==> src/rtl/uart_tx_serializer.sv <==
// uart_tx_serializer: pops bytes from the tx FIFO and shifts them onto
// the line as start / 8 data LSB-first / optional parity / 1-2 stop bits.
module uart_tx_serializer #(
    parameter int DIV_W = 16
) (
    input  logic             clk_i,
    input  logic             rst_ni,
    input  logic             tx_en_i,
    input  logic [DIV_W-1:0] baud_div_i,
    input  logic             parity_en_i,
    input  logic             parity_odd_i,
    input  logic             stop2_i,
    input  logic             fifo_empty_i,
    input  logic [7:0]       fifo_data_i,
    output logic             fifo_rd_o,
    output logic             tx_o,
    output logic             busy_o,
    output logic             tx_done_o
);

    typedef enum logic [2:0] {
        IDLE,
        FETCH,
        LOAD,
        START,
        DATA,
        PARITY,
        STOP
    } state_t;

    state_t           state_q;
    logic [DIV_W-1:0] div_q;
    logic [DIV_W-1:0] cnt_q;
    logic [2:0]       bit_q;
    logic [7:0]       shift_q;
    logic             par_en_q;
    logic             par_q;
    logic             stop2_q;
    logic             stop_q;

    logic cnt_end;
    logic cnt_pre;
    logic div_one;
    logic last_stop;

    assign cnt_end   = (cnt_q == div_q - DIV_W'(1));
    assign cnt_pre   = (cnt_q == div_q - DIV_W'(2));
    assign div_one   = (div_q == DIV_W'(1));
    assign last_stop = !stop2_q || stop_q;

    // tx_done_o is registered, so it is raised on the edge entering the
    // final cycle of the last stop bit (look-ahead by one count).
    always_ff @(posedge clk_i or negedge rst_ni) begin
        if (!rst_ni) begin
            state_q   <= IDLE;
            div_q     <= DIV_W'(1);
            cnt_q     <= '0;
            bit_q     <= '0;
            shift_q   <= '0;
            par_en_q  <= 1'b0;
            par_q     <= 1'b0;
            stop2_q   <= 1'b0;
            stop_q    <= 1'b0;
            fifo_rd_o <= 1'b0;
            tx_o      <= 1'b1;
            busy_o    <= 1'b0;
            tx_done_o <= 1'b0;
        end else begin
            fifo_rd_o <= 1'b0;
            tx_done_o <= 1'b0;
            unique case (state_q)
                IDLE: begin
                    tx_o <= 1'b1;
                    if (tx_en_i && !fifo_empty_i) begin
                        state_q   <= FETCH;
                        fifo_rd_o <= 1'b1;
                        busy_o    <= 1'b1;
                    end
                end
                FETCH: begin
                    state_q <= LOAD;
                end
                LOAD: begin
                    shift_q  <= fifo_data_i;
                    div_q    <= (baud_div_i == '0) ? DIV_W'(1) : baud_div_i;
                    par_en_q <= parity_en_i;
                    par_q    <= (^fifo_data_i) ^ parity_odd_i;
                    stop2_q  <= stop2_i;
                    stop_q   <= 1'b0;
                    cnt_q    <= '0;
                    tx_o     <= 1'b0;
                    state_q  <= START;
                end
                START: begin
                    if (cnt_end) begin
                        cnt_q   <= '0;
                        bit_q   <= '0;
                        tx_o    <= shift_q[0];
                        shift_q <= {1'b0, shift_q[7:1]};
                        state_q <= DATA;
                    end else begin
                        cnt_q <= cnt_q + DIV_W'(1);
                    end
                end
                DATA: begin
                    if (cnt_end) begin
                        cnt_q <= '0;
                        if (bit_q == 3'd7) begin
                            if (par_en_q) begin
                                tx_o    <= par_q;
                                state_q <= PARITY;
                            end else begin
                                tx_o      <= 1'b1;
                                tx_done_o <= div_one && !stop2_q;
                                state_q   <= STOP;
                            end
                        end else begin
                            bit_q   <= bit_q + 3'd1;
                            tx_o    <= shift_q[0];
                            shift_q <= {1'b0, shift_q[7:1]};
                        end
                    end else begin
                        cnt_q <= cnt_q + DIV_W'(1);
                    end
                end
                PARITY: begin
                    if (cnt_end) begin
                        cnt_q     <= '0;
                        tx_o      <= 1'b1;
                        tx_done_o <= div_one && !stop2_q;
                        state_q   <= STOP;
                    end else begin
                        cnt_q <= cnt_q + DIV_W'(1);
                    end
                end
                STOP: begin
                    if (cnt_end) begin
                        cnt_q <= '0;
                        if (!last_stop) begin
                            stop_q    <= 1'b1;
                            tx_done_o <= div_one;
                        end else begin
                            busy_o  <= 1'b0;
                            state_q <= IDLE;
                        end
                    end else begin
                        cnt_q     <= cnt_q + DIV_W'(1);
                        tx_done_o <= last_stop && cnt_pre;
                    end
                end
                default: begin
                    state_q <= IDLE;
                end
            endcase
        end
    end

endmodule

==> config.mk <==
export PLATFORM = sky130hd
export DESIGN_NAME = uart_tx_serializer
export DESIGN_NICKNAME = d
export VERILOG_FILES = /design/src/rtl/uart_tx_serializer.sv
export SDC_FILE = /design/constraint.sdc
export NUM_CORES = 1
export LEC_CHECK = 0
export CAP_MARGIN = 10
export CORE_MARGIN = 1
export CORE_UTILIZATION = 36
export DETAILED_ROUTE_END_ITERATION = 10
export PLACE_DENSITY_LB_ADDON = 0.25
export SYNTH_ARGS = -nofsm -noshare
export SYNTH_HDL_FRONTEND = slang
export SYNTH_SLANG_ARGS = --single-unit
==> constraint.sdc <==
create_clock -name clk_i -period 3.8 [get_ports clk_i]
set_input_delay 0.76 -clock clk_i [delete_from_list [all_inputs] [get_ports clk_i]]
set_output_delay 0.76 -clock clk_i [all_outputs]
set_load 0.01 [all_outputs]
==> impl_metrics.tcl <==
set metrics [dict create \
    clkSinkCount 54 \
    slack_of_the_worst_reg_to_reg_path_ns 0.53 \
    synth_area_mm2 0.00372 \
    routed_wire_length_per_instance_um 14.9 \
    maxCapViolations 0 \
    io-pin-count 35 \
    yosysWarnings 0 \
    ctsLongestPathBuffers 2 \
    min_path_type "in -> async" \
    timing.rr.end "shift_q[2]$_DFFE_PN0P_" \
    worst_slack_setup_final_ns 0.529 \
    grt_max_degree 29 \
    endpoint "shift_q[2]$_DFFE_PN0P_" \
    synth_cell_types 60 \
    hpwl_mm 6.70 \
    drtAntennaViolNets 0 \
    final_hold_fails 0 \
    path_clk_slew_ns 0.10 \
    slew-limit-headroom_pct 21.7 \
    path_common_cell "sky130_fd_sc_hd__nand3_1" \
    detailedRoute.firstIterationViolations 240 \
    grt_setup_unrepaired "no" \
    clkPwrFrac_pct 24.3 \
    cts_hold_buf 0 \
    chipHeight_um 104 \
    n_antenna_cell 0 \
    intPower_w 0.000952 \
    port_buffers 34 \
    timing_worst_setup_path_type "reg -> reg" \
    final.min_clock_period_ns 3.27 \
    dominantRegCellSynth "sky130_fd_sc_hd__dfrtp_1" \
    report.final.slew_viol_count 0 \
    setup.worst_path.start_class "flip-flop" \
    synthesis.nets 475 \
    p_leak_nw 1.65 \
    timing.fmax_mhz 306 \
    start_util_pct 37.6 \
    power.switching_w 0.000450 \
    antenna_found_initial 0 \
    clock-root-buffer "sky130_fd_sc_hd__clkbuf_8" \
    timing.final.setup_violations 0 \
    setup-tns-final_ns 0 \
    async_reset_ff_share_pct 100 \
    cp_data_arrival_time_ns 3.47 \
    clock-skew-final_ns 0.00767 \
    drt_pass1_iterations 4 \
    synth-seq-area-share_pct 36.3 \
    final_util_pct 42.7 \
    peak_fanout_along_the_critical_path 8 \
    grt_first_pass_wirelength_mm 14.9 \
    tightestPinTransition_ns 1.17 \
    ctsResizeCount 0 \
    via_count_of_the_first_global_routing_pass 3038 \
    largest_stage_delay_on_the_critical_path_ns 0.48 \
    whs_ns 0.448 \
    cts_htree_levels 2 \
    die_footprint_mm2 0.0108 \
    post-place-ws_ns 0.582 \
    cp.required_ns 4.00 \
    tritoncts "done" \
    routability_congestion_estimate_from_global_placement 0.924 \
    numCtsBuffers 5 \
    crit_path_cell_trace "inv_1 > ha_1 > nor2b_1 > xnor2_1 > and3_1 > nand3_1 > nor3b_1 > nand3_1 > a21oi_4 > mux2_1" \
    synth-seq-cells 54 \
    nFillCells 1023 \
    total_gr_overflow 0 \
    crit_path_start "div_q[1]$_DFFE_PN0P_" \
    maximum_vdd_drop_mv 0.160 \
    pwr-share-comb_pct 24.5 \
    nets 493 \
    placementRows 36 \
    groute.usage.overall_pct 16.9 \
    number_of_remaining_drc_errors 0 \
    endpoint_kind "flip-flop" \
    cp_slowest_cell "sky130_fd_sc_hd__nor2b_1" \
    flow.area_growth_from_synthesis_pct 13.7 \
    worst_r2r_startpoint "div_q[1]$_DFFE_PN0P_" \
    worst_r2r_path_depth 10 \
    final.period_utilization_pct 86.1 \
    synth-edff-count 0 \
    outcome "completed" \
    power_density_mw_per_mm2 331 \
    clk_latency_ns 0.31 \
    post_route_cells_drive_above_1_share_pct 8.32 \
    post_drt_via_cell_ratio 5.29 \
    post_cts.repair.setup_buffers 0 \
    routed_wl_mm 8.77 \
    power.share.sequential_pct 51.3 \
    sw_frac_of_total_pct 32.1 \
    core_area_mm2 0.00991 \
    routed-via-count 3121 \
    mean_syn_cell_area_um2 8.50 \
    post_synth_inst_count 438 \
    die_w_um 104 \
]
==> cells by family (layout without fill, tap and decap cells) <==
logic type | count (synthesis) | count (layout) | synth area share, %
fa+ha+maj | 6 | 6 | 2.02
compound gates | 82 | 82 | 15.2
xor+xnor | 43 | 43 | 10.1
flops | 54 | 54 | 36.3
buf+inv | 38 | 57 | 4.23
mux | 20 | 20 | 5.91
simple gates | 195 | 195 | 26.2
==> cells in the mapped netlist (2+ instances only) <==
cell type | count | area (µm²)
sky130_fd_sc_hd__a211o_1 | 2 | 17.5
sky130_fd_sc_hd__a211oi_1 | 2 | 15.0
sky130_fd_sc_hd__a21o_1 | 4 | 30.0
sky130_fd_sc_hd__a21oi_1 | 15 | 75.1
sky130_fd_sc_hd__a22o_1 | 3 | 26.3
sky130_fd_sc_hd__a311oi_1 | 2 | 17.5
sky130_fd_sc_hd__a31oi_1 | 10 | 62.6
sky130_fd_sc_hd__and2_1 | 4 | 25.0
sky130_fd_sc_hd__and3_1 | 4 | 25.0
sky130_fd_sc_hd__and4_1 | 3 | 26.3
sky130_fd_sc_hd__buf_1 | 2 | 7.51
sky130_fd_sc_hd__buf_2 | 3 | 15.0
sky130_fd_sc_hd__clkbuf_1 | 20 | 75.1
sky130_fd_sc_hd__dfrtp_1 | 52 | 1300
sky130_fd_sc_hd__dfstp_2 | 2 | 52.6
sky130_fd_sc_hd__ha_1 | 6 | 75.1
sky130_fd_sc_hd__inv_1 | 11 | 41.3
sky130_fd_sc_hd__mux2_1 | 7 | 78.8
sky130_fd_sc_hd__mux2_2 | 9 | 101
sky130_fd_sc_hd__mux2i_1 | 4 | 40.0
sky130_fd_sc_hd__nand2_1 | 81 | 304
sky130_fd_sc_hd__nand2b_1 | 4 | 25.0
sky130_fd_sc_hd__nand3_1 | 24 | 120
sky130_fd_sc_hd__nand3b_1 | 2 | 15.0
sky130_fd_sc_hd__nand4_1 | 3 | 18.8
sky130_fd_sc_hd__nor2_1 | 31 | 116
sky130_fd_sc_hd__nor2b_1 | 5 | 31.3
sky130_fd_sc_hd__nor3_1 | 8 | 40.0
sky130_fd_sc_hd__nor4_1 | 7 | 43.8
sky130_fd_sc_hd__nor4_4 | 3 | 63.8
sky130_fd_sc_hd__o211ai_1 | 4 | 30.0
sky130_fd_sc_hd__o21ai_0 | 18 | 90.1
sky130_fd_sc_hd__o21ai_1 | 4 | 20.0
sky130_fd_sc_hd__o311ai_0 | 4 | 35.0
sky130_fd_sc_hd__o311ai_1 | 2 | 17.5
sky130_fd_sc_hd__or2_2 | 4 | 25.0
sky130_fd_sc_hd__or3_1 | 3 | 18.8
sky130_fd_sc_hd__or4_1 | 3 | 22.5
sky130_fd_sc_hd__xnor2_1 | 26 | 228
sky130_fd_sc_hd__xor2_1 | 17 | 149
==> routing by layer <==
layer	GRT usage (%)	up-vias	part of all wire, %	wire [µm]
met2	27.0	71	45	3900
met1	24.2	1471	50	4370
li1	-	1574	-	-
met3	2.39	5	4.8	425
met5	0	-	0	0
met4	3.88	0	0.87	76
==> how the worst min path moves through the flow <==
stage,from,endpoint,slack [ns],depth (start not counted)
floorplan,par_q$_DFFE_PN0P_,par_q$_DFFE_PN0P_,0.45,2
global placement,shift_q[3]$_DFFE_PN0P_,shift_q[3]$_DFFE_PN0P_,0.47,1
detailed placement,shift_q[3]$_DFFE_PN0P_,shift_q[3]$_DFFE_PN0P_,0.47,1
CTS,rst_ni,cnt_q[5]$_DFFE_PN0P_,0.48,1
global route,rst_ni,cnt_q[5]$_DFFE_PN0P_,0.50,1
finish,rst_ni,cnt_q[5]$_DFFE_PN0P_,0.45,1
==> state kept, by name, summed over array words and instances (netlist names) <==
signal	cells
state_q	3
par_q	1
stop2_q	1
busy_o	1
stop_q	1
par_en_q	1
fifo_rd_o	1
div_q	16
bit_q	3
tx_o	1
tx_done_o	1
shift_q	8
cnt_q	16
==> layout by cell type (no fill, tap or decap), types with 9 or more instances in the layout <==
cell type / instances
sky130_fd_sc_hd__a31oi_1: 10
sky130_fd_sc_hd__clkdlybuf4s50_1: 33
sky130_fd_sc_hd__xor2_1: 17
sky130_fd_sc_hd__mux2_2: 9
sky130_fd_sc_hd__nor2_1: 31
sky130_fd_sc_hd__o21ai_0: 18
sky130_fd_sc_hd__nand3_1: 24
sky130_fd_sc_hd__inv_1: 11
sky130_fd_sc_hd__xnor2_1: 26
sky130_fd_sc_hd__a21oi_1: 15
sky130_fd_sc_hd__nand2_1: 81
sky130_fd_sc_hd__dfrtp_1: 52
==> cell type report <==
class | instances | area (µm²) | share of cell area, %
timing repair buffer | 38 | 365 | 8.63
inverter | 11 | 41.3 | 0.975
tap | 133 | 166 | 3.93
clock inverter | 2 | 12.5 | 0.295
clock buffer | 6 | 82.6 | 1.95
sequential | 54 | 1350 | 32.0
multi-input combinational | 346 | 2210 | 52.3
==> power by group through the flow <==
stage | clock, W | sequential [W] | combinational (W)
floorplan | 0 | 0.000666 | 0.000302
global placement | 0 | 0.000729 | 0.000337
detailed placement | 0 | 0.000731 | 0.000345
CTS | 0.000352 | 0.000719 | 0.000348
global route | 0.000375 | 0.000733 | 0.000386
finish | 0.000341 | 0.000719 | 0.000343
==> worst max-delay path: cells and delay by family (launching register included) <==
family	cells	cell delay, ns
adder cells (fa/ha/maj)	1	0.34
XOR/XNOR	1	0.18
flip-flops	1	0.37
AND/OR/NAND/NOR	5	1.40
AO/OA/AOI/OAI	1	0.32
buffers and inverters	1	0.19
multiplexers	1	0.36
==> stage by stage <==
step	cells	power [W]	cell area [µm²]
after floorplan	438	0.000969	3720
after global placement	582	0.00107	4140
after detailed placement	582	0.00108	4140
after CTS	590	0.00142	4240
after global routing	590	0.00149	4240
final	590	0.00140	4240
No activity file was read; power rests on OpenSTA's default activity.
